<file path="src/rtl/imem_loader_pkg.sv">
// imem_loader_pkg: shared definitions for the instruction-memory loader.
//   - state_t             : loader FSM state encoding (3 bits)
//   - IMEM_DEPTH          : instruction memory size in bytes
//   - LEN_ZERO_MEANS_MAX  : byte count encoded by a LEN byte of zero
//   - frame_len()         : converts a LEN byte into a data byte count
//   - is_ready_state()    : states in which the stream interface accepts bytes
package imem_loader_pkg;

  localparam int IMEM_DEPTH         = 256;
  localparam int LEN_ZERO_MEANS_MAX = 256;

  typedef enum logic [2:0] {
    IDLE   = 3'd0,
    LEN_S  = 3'd1,
    BASE_S = 3'd2,
    DATA   = 3'd3,
    CHK    = 3'd4,
    DONE   = 3'd5,
    ERR    = 3'd6
  } state_t;

  // A LEN byte of zero stands for a full-memory image.
  function automatic logic [8:0] frame_len(input logic [7:0] len_byte);
    return (len_byte == 8'd0) ? 9'(LEN_ZERO_MEANS_MAX) : {1'b0, len_byte};
  endfunction

  function automatic logic is_ready_state(input state_t s);
    return (s == LEN_S) || (s == BASE_S) || (s == DATA) || (s == CHK);
  endfunction

endpackage

</file>
<file path="src/rtl/imem_byte_ram.sv">
// imem_byte_ram: byte-wide instruction memory.
//   clk    in   clock
//   we     in   write enable (synchronous)
//   waddr  in   write byte address
//   wdata  in   write byte
//   raddr  in   fetch byte address
//   rdata  out  {mem[raddr], mem[raddr+1], mem[raddr+2], mem[raddr+3]},
//               addresses wrap modulo DEPTH
module imem_byte_ram
  import imem_loader_pkg::*;
#(
  parameter int DEPTH  = IMEM_DEPTH,
  parameter int ADDR_W = 8
) (
  input  logic              clk,
  input  logic              we,
  input  logic [ADDR_W-1:0] waddr,
  input  logic [7:0]        wdata,
  input  logic [ADDR_W-1:0] raddr,
  output logic [31:0]       rdata
);

  logic [7:0] mem [DEPTH];

  // NOTE: the array has no reset; its contents must survive a Reset pulse.
  always_ff @(posedge clk) begin
    if (we) mem[waddr] <= wdata;
  end

  // DEPTH == 2**ADDR_W, so ADDR_W-bit addition wraps exactly modulo DEPTH.
  logic [ADDR_W-1:0] raddr1, raddr2, raddr3;
  assign raddr1 = raddr + ADDR_W'(1);
  assign raddr2 = raddr + ADDR_W'(2);
  assign raddr3 = raddr + ADDR_W'(3);

  assign rdata = {mem[raddr], mem[raddr1], mem[raddr2], mem[raddr3]};

endmodule

</file>
<file path="src/rtl/imem_loader.sv">
// imem_loader: framed byte-stream writer for the instruction memory plus the
// big-endian 32-bit fetch port for the IF stage.
// Frame: LEN, BASE, N data bytes, [CHK]. LEN = 0 means 256 bytes.
// Build option: define IMEM_LOADER_CHECKSUM_EN to add the CHK byte, the data
// checksum and the sticky load_error flag.
//   clk          in   clock
//   Reset        in   asynchronous active-high reset
//   start        in   begin a session (sampled in IDLE only)
//   in_valid     in   stream byte valid
//   in_data      in   stream byte
//   in_ready     out  loader accepts a byte this cycle
//   load_busy    out  session in progress (pipeline hold)
//   load_done    out  one-cycle pulse on successful completion
//   load_error   out  sticky checksum failure (0 without the checksum build)
//   bytes_loaded out  data bytes written in the current/last session
//   fetch_addr   in   IF byte address
//   fetch_instr  out  big-endian instruction word at fetch_addr
module imem_loader
  import imem_loader_pkg::*;
#(
  parameter int DEPTH  = IMEM_DEPTH,
  parameter int ADDR_W = 8
) (
  input  logic              clk,
  input  logic              Reset,
  input  logic              start,
  input  logic              in_valid,
  input  logic [7:0]        in_data,
  output logic              in_ready,
  output logic              load_busy,
  output logic              load_done,
  output logic              load_error,
  output logic [8:0]        bytes_loaded,
  input  logic [ADDR_W-1:0] fetch_addr,
  output logic [31:0]       fetch_instr
);

  state_t            state, state_next;
  logic [ADDR_W-1:0] wptr;
  logic [8:0]        n_len;
  logic              hs;
  logic              we;
  logic              last_byte;

  assign hs        = in_valid && in_ready;
  assign we        = (state == DATA) && hs;
  assign last_byte = (bytes_loaded + 9'd1) == n_len;

`ifdef IMEM_LOADER_CHECKSUM_EN
  logic [7:0] acc;
  logic [7:0] chk_sum;
  logic       chk_pass;
  assign chk_sum  = acc + in_data;
  assign chk_pass = (chk_sum == 8'd0);
`endif

  // NOTE: every variable assigned here gets a default first, so no latch is inferred.
  always_comb begin
    state_next = state;
    unique case (state)
      IDLE:   if (start) state_next = LEN_S;
      LEN_S:  if (hs)    state_next = BASE_S;
      BASE_S: if (hs)    state_next = DATA;
`ifdef IMEM_LOADER_CHECKSUM_EN
      DATA:   if (hs && last_byte) state_next = CHK;
      CHK:    if (hs)    state_next = chk_pass ? DONE : ERR;
`else
      DATA:   if (hs && last_byte) state_next = DONE;
`endif
      DONE:   state_next = IDLE;
      ERR:    state_next = IDLE;
      default: state_next = IDLE;
    endcase
  end

  // Outputs are decoded from the next state so they change on the same edge
  // as the state register itself.
  // NOTE: all sequential state uses non-blocking assignments.
  always_ff @(posedge clk or posedge Reset) begin
    if (Reset) begin
      state        <= IDLE;
      in_ready     <= 1'b0;
      load_busy    <= 1'b0;
      load_done    <= 1'b0;
      bytes_loaded <= 9'd0;
      wptr         <= '0;
      n_len        <= 9'd0;
`ifdef IMEM_LOADER_CHECKSUM_EN
      acc          <= 8'd0;
      load_error   <= 1'b0;
`endif
    end else begin
      state     <= state_next;
      in_ready  <= is_ready_state(state_next);
      load_busy <= (state_next != IDLE);
      load_done <= (state_next == DONE);

      if (state == IDLE && start) begin
        bytes_loaded <= 9'd0;
`ifdef IMEM_LOADER_CHECKSUM_EN
        acc          <= 8'd0;
        load_error   <= 1'b0;
`endif
      end

      if (state == LEN_S && hs)  n_len <= frame_len(in_data);
      if (state == BASE_S && hs) wptr  <= ADDR_W'(in_data);

      if (we) begin
        wptr         <= wptr + ADDR_W'(1);
        bytes_loaded <= bytes_loaded + 9'd1;
`ifdef IMEM_LOADER_CHECKSUM_EN
        acc          <= acc + in_data;
`endif
      end

`ifdef IMEM_LOADER_CHECKSUM_EN
      if (state == CHK && hs && !chk_pass) load_error <= 1'b1;
`endif
    end
  end

`ifndef IMEM_LOADER_CHECKSUM_EN
  assign load_error = 1'b0;
`endif

  imem_byte_ram #(
    .DEPTH  (DEPTH),
    .ADDR_W (ADDR_W)
  ) u_ram (
    .clk   (clk),
    .we    (we),
    .waddr (wptr),
    .wdata (in_data),
    .raddr (fetch_addr),
    .rdata (fetch_instr)
  );

endmodule

</file>
<file path="config.mk">
export PLATFORM = sky130hd
export DESIGN_NAME = imem_loader
export DESIGN_NICKNAME = d
export VERILOG_FILES = /design/src/rtl/imem_loader_pkg.sv /design/src/rtl/imem_byte_ram.sv /design/src/rtl/imem_loader.sv
export SDC_FILE = /design/constraint.sdc
export NUM_CORES = 2
export LEC_CHECK = 0
export CAP_MARGIN = 10
export CORE_MARGIN = 1
export CORE_UTILIZATION = 35
export CTS_BUF_LIST = sky130_fd_sc_hd__clkbuf_4 sky130_fd_sc_hd__clkbuf_8
export CTS_CLUSTER_SIZE = 16
export DETAILED_ROUTE_END_ITERATION = 8
export SLEW_MARGIN = 0
export SYNTH_ARGS = -nofsm -noshare
export SYNTH_HDL_FRONTEND = slang
export SYNTH_SLANG_ARGS = --single-unit
export TNS_END_PERCENT = 100
</file>
<file path="constraint.sdc">
create_clock -name clk -period 7.8 [get_ports clk]
set_input_delay 1.95 -clock clk [delete_from_list [all_inputs] [get_ports clk]]
set_output_delay 1.95 -clock clk [all_outputs]
set_load 0.02 [all_outputs]
</file>
==> results.txt <==
----------------------------------------------------
[Placed design]
  Port bufs ... between 60 and 70
  Area post-placement ... 0.1440 mm^2
  Gpl congestion ... between 1 and 1.5
  Half-perimeter wire length after placement ... 363.5 mm
  Count of placed standard cells including taps ... 12.60k
  Worst slack at placement ... -701.0 ps

[Worst setup path]
  Crit Path Max Fanout ... 30
  Setup crit end kind ... primary output
  Library cell contributing the largest single delay on the critical path ... a2111oi_0
  Most frequent cell on the critical path ... buf_4
  Worst Setup Start Kind ... input port
  Critical Path Max Stage Delay ... ~860 ps
  Arrival @ worst endpoint ... about 6000 ps
  Cells along the critical path ... buf_4, buf_4, buf_4, clkinv_8, buf_12, mux4_2, nor3_1, a2111oi_0, buf_4, nor2_1, a21oi_1, buf_4, buf_12
  Category of the critical setup timing path ... in2out
  Required time reported for the critical path endpoint ... roughly 5900 ps

[Detailed routing]
  Avg Vias per Cell ... ~7
  Drt pass-1 iters ... 6
  Via count of the routed design ... approximately 93k
  Routed length per instance ... a little over 40 um
  Total Routed Length ... 537.9 mm
  Detailed Route Iter0 Violations ... approximately 16k
  Remaining design rule violation count ... 0
  Antenna violation net count after detailed routing ... 0

[Final layout]
  Proportion of layout cells with a drive suffix above 1 ... 49.17%
  Layout-stage area growth over the synthesis result ... 16.41%
  Final instance count without filler cells ... approximately 13k
  Post-layout util ... about two fifths
  Non-Filler Cell Area, Final ... roughly 0.15 mm^2
  Final nets ... a little over 8k
  Number of inserted filler cells in the final layout ... between 30k and 40k

[Global routing]
  Via count of the first global-routing pass ... between 80k and 90k
  GRT Residual Overflow ... 0
  Antenna violations before repair ... 41
  GRT Util Overall ... 27.70%
  Pin count of the biggest net entering global routing ... 170
  First-pass GRT wire length ... between 700 and 800 mm

[Logic synthesis]
  Share of the synthesized area in the top cell type ... a little under half
  Compound-gate portion of the synthesized area ... around 2.9%
  Fraction of the yosys area taken by sequential cells ... a little under half
  Largest area contributor in the synthesized netlist ... edfxtp_1
  Post-Synthesis Cells ... 7321
  Netlist cell types ... 72
  Number of flops mapped to enable cells by yosys ... between 2k and 2.5k
  Adder-cell area share of the yosys netlist ... less than 1%
  Number of register bits inferred by synthesis ... between 2k and 2.5k
  Post-Synthesis Cell Area ... roughly 0.13 mm^2
  Top post-synthesis cells by area ... edfxtp_1 47%, mux4_2 40%, mux2i_1 1.8%
  FFs w/ async S/R, synth ... under 10%
  Fraction of synthesized area in multiplexers ... between 40% and 50%
  Most used flip-flop cell after synthesis ... edfxtp_1
  Mapped Avg Cell Area ... approximately 18 um^2
  Total of warnings raised by yosys ... 0
  Simple logic cell fraction of the synthesized area ... 4.420%
  Post-synth net total ... 7350
  Xor and xnor area share after synthesis ... less than 1%
  Combinational family with the most area after synthesis ... multiplexers

[Timing]
  Maximum achievable frequency ... ~0.13 GHz
  Number of endpoints with negative hold slack in the final report ... 0
  Slew Limit Fails ... 0
  Time the final worst path needs with I/O delays and setup ... about 8000 ps
  Period utilisation layout ... 102.5%
  Headroom to the max-slew limit ... 3.996%
  Max Clock Skew ... approximately 63 ps
  Setup TNS ... -1048 ps
  Worst Hold Slack ... 535.5 ps
  Worst setup margin ... -193.5 ps
  Worst-Margin Slew ... ~1400 ps
  Final setup violation count ... 12

[Outcome]
  Result of the run ... complete, but fails checks
  Failing checks ... setup timing

[CTS]
  Clock insertion delay at the later pin of the skew report ... 1100 ps
  Max Root-Sink Buffers ... 4
  Root Buffer ... clkbuf_8
  CTS tree ... yes
  Number of buffers inserted during clock tree synthesis ... between 300 and 400
  Clock-pin slew of the registers on the worst-case setup and hold paths ... around 60 ps
  Number of sinks driven by the clock tree ... 2080
  Maximum level of the CTS H-tree ... 5

[Power]
  Power density normalized to cell area ... 206.6 mW/mm^2
  Max IR drop VDD ... approximately 0.00022 V
  P_sw ... roughly 10 mW
  Switching part of the total ... 31.54%
  Clock power frac ... a little over a third
  Internal power consumption ... around 22 mW
  Comb power frac ... between 20% and 30%
  Flop pwr share ... 40.0%
  Lkg Pwr ... ~49 nW
  Post-layout power ... 31.57 mW

[Worst hold path]
  Hold/Removal Path Class ... reg2reg

[Die]
  Placeable core region ... approximately 0.37 mm^2
  Vert. Die Dim ... slightly above 600 um
  Row count ... about 220
  Die width ... between 600 and 700 um
  Starting Density ... between 30% and 40%
  Die area ... roughly 0.38 mm^2
  Number of primary I/O pins ... 65

[Flow run]
  Number of max-cap violations ... 0

----------------------------------------------------
==> state kept, by name, indices dropped and copies added (netlist names) <==
name and count:
load_done 1, bytes_loaded 9, load_busy 1, u_ram.mem 2048, in_ready 1, wptr 8, n_len 9, state 3
==> synthesized netlist by cell type, drive strengths merged, types with 21 or more instances <==
master / n
a32oi: 50
buf: 478
mux2i: 242
clkbuf: 262
a41oi: 25
mux4: 2315
nand3: 180
a22oi: 48
nor4: 23
nor2: 334
dfrtp: 32
a32o: 22
edfxtp: 2048
a21oi: 70
nand4: 34
a211oi: 30
xnor2: 28
and3: 68
a31oi: 21
a2111oi: 29
nor3: 55
o21ai: 61
o22ai: 49
nand2: 599
==> path summary, 6_finish.rpt <==
kind                                    to     startpoint  cells after the start  slack (ps)
setup / recovery           fetch_instr[28]  fetch_addr[2]                     13        -190
hold / removal                    n_len[0]       n_len[0]                      1         540
setup reg to reg           u_ram.mem[0][6]       in_ready                      8        2630
hold reg to reg                   n_len[0]       n_len[0]                      1         540
max in group asynchronous         n_len[7]          Reset                      3        6140
min in group asynchronous        load_busy          Reset                      3        1280
==> cells in the final DEF (no fill, tap or decap), types with 38 or more instances in the layout <==
cell | synthesis | final
buf_4 | 137 | 839
a22oi_1 | 48 | 48
buf_12 | 2 | 169
o21ai_0 | 61 | 59
clkbuf_8 | 0 | 393
nand2_1 | 599 | 596
diode_2 | 0 | 60
nor2_2 | 0 | 40
and3_1 | 68 | 68
clkbuf_4 | 0 | 71
nor2_1 | 334 | 288
a32oi_1 | 50 | 50
edfxtp_1 | 2048 | 2048
bufinv_16 | 0 | 38
mux4_2 | 2312 | 2312
nor3_1 | 55 | 53
clkinv_2 | 1 | 68
a21oi_1 | 69 | 66
nand3_1 | 180 | 174
o22ai_1 | 49 | 49
clkinv_1 | 0 | 91
mux2i_1 | 242 | 236
==> logic make-up after synthesis <==
kind of cell,count (synthesis)
DFF,2080
adders and majority gates,9
xor gates and xnor gates,45
and+or+nand+nor,1343
muxes,2569
other,1
buffers and inverters,753
AOI/OAI and AO/OA,521
==> cell type report <==
type / count / area, um^2 / area share [%]
Clock buffer: 456 / 5832 / 3.818
Antenna cell: 60 / 150.1 / 0.09829
Inverter: 13 / 61.31 / 0.04013
Timing Repair Buffer: 1052 / 10340 / 6.772
Sequential cell: 2080 / 62300 / 40.78
Clock inverter: 240 / 2288 / 1.498
Multi-Input combinational cell: 4488 / 65570 / 42.92
Tap cell: 4972 / 6221 / 4.072
==> power by group through the flow <==
stage | clock network, mW | logic [mW] | registers [mW]
after floorplan | 0 | 3.73 | 12.8
after global placement | 0 | 7.00 | 12.8
after detailed placement | 0 | 7.03 | 12.9
after CTS | 11.6 | 7.12 | 12.6
after global routing | 12.0 | 7.47 | 12.6
final | 11.5 | 7.41 | 12.6
==> timing repair <==
item / in CTS / in global routing
gates cloned: 1 / 3
setup buffers: 5 / 1
resized for setup: 48 / 19
setup endpoints to repair: 17 / 15
pin swaps: 1 / 2
hold buffers: 0 / 0
==> layer usage <==
layer	global-route usage [%]	wire length (um)	up-vias
met1	33.95	179200	49090
met2	40.73	237600	8830
met4	17.97	39920	34
li1	-	-	33900
met5	0.1389	276	-
met3	10.87	80880	1613
==> worst max-delay path: cells and delay by family <==
kind / cells / cell delay [ps]
compound gates: 2 / 1250
simple gates: 2 / 220
mux: 1 / 460
buf+inv: 8 / 2070
Power figures use the tool's default switching activity.
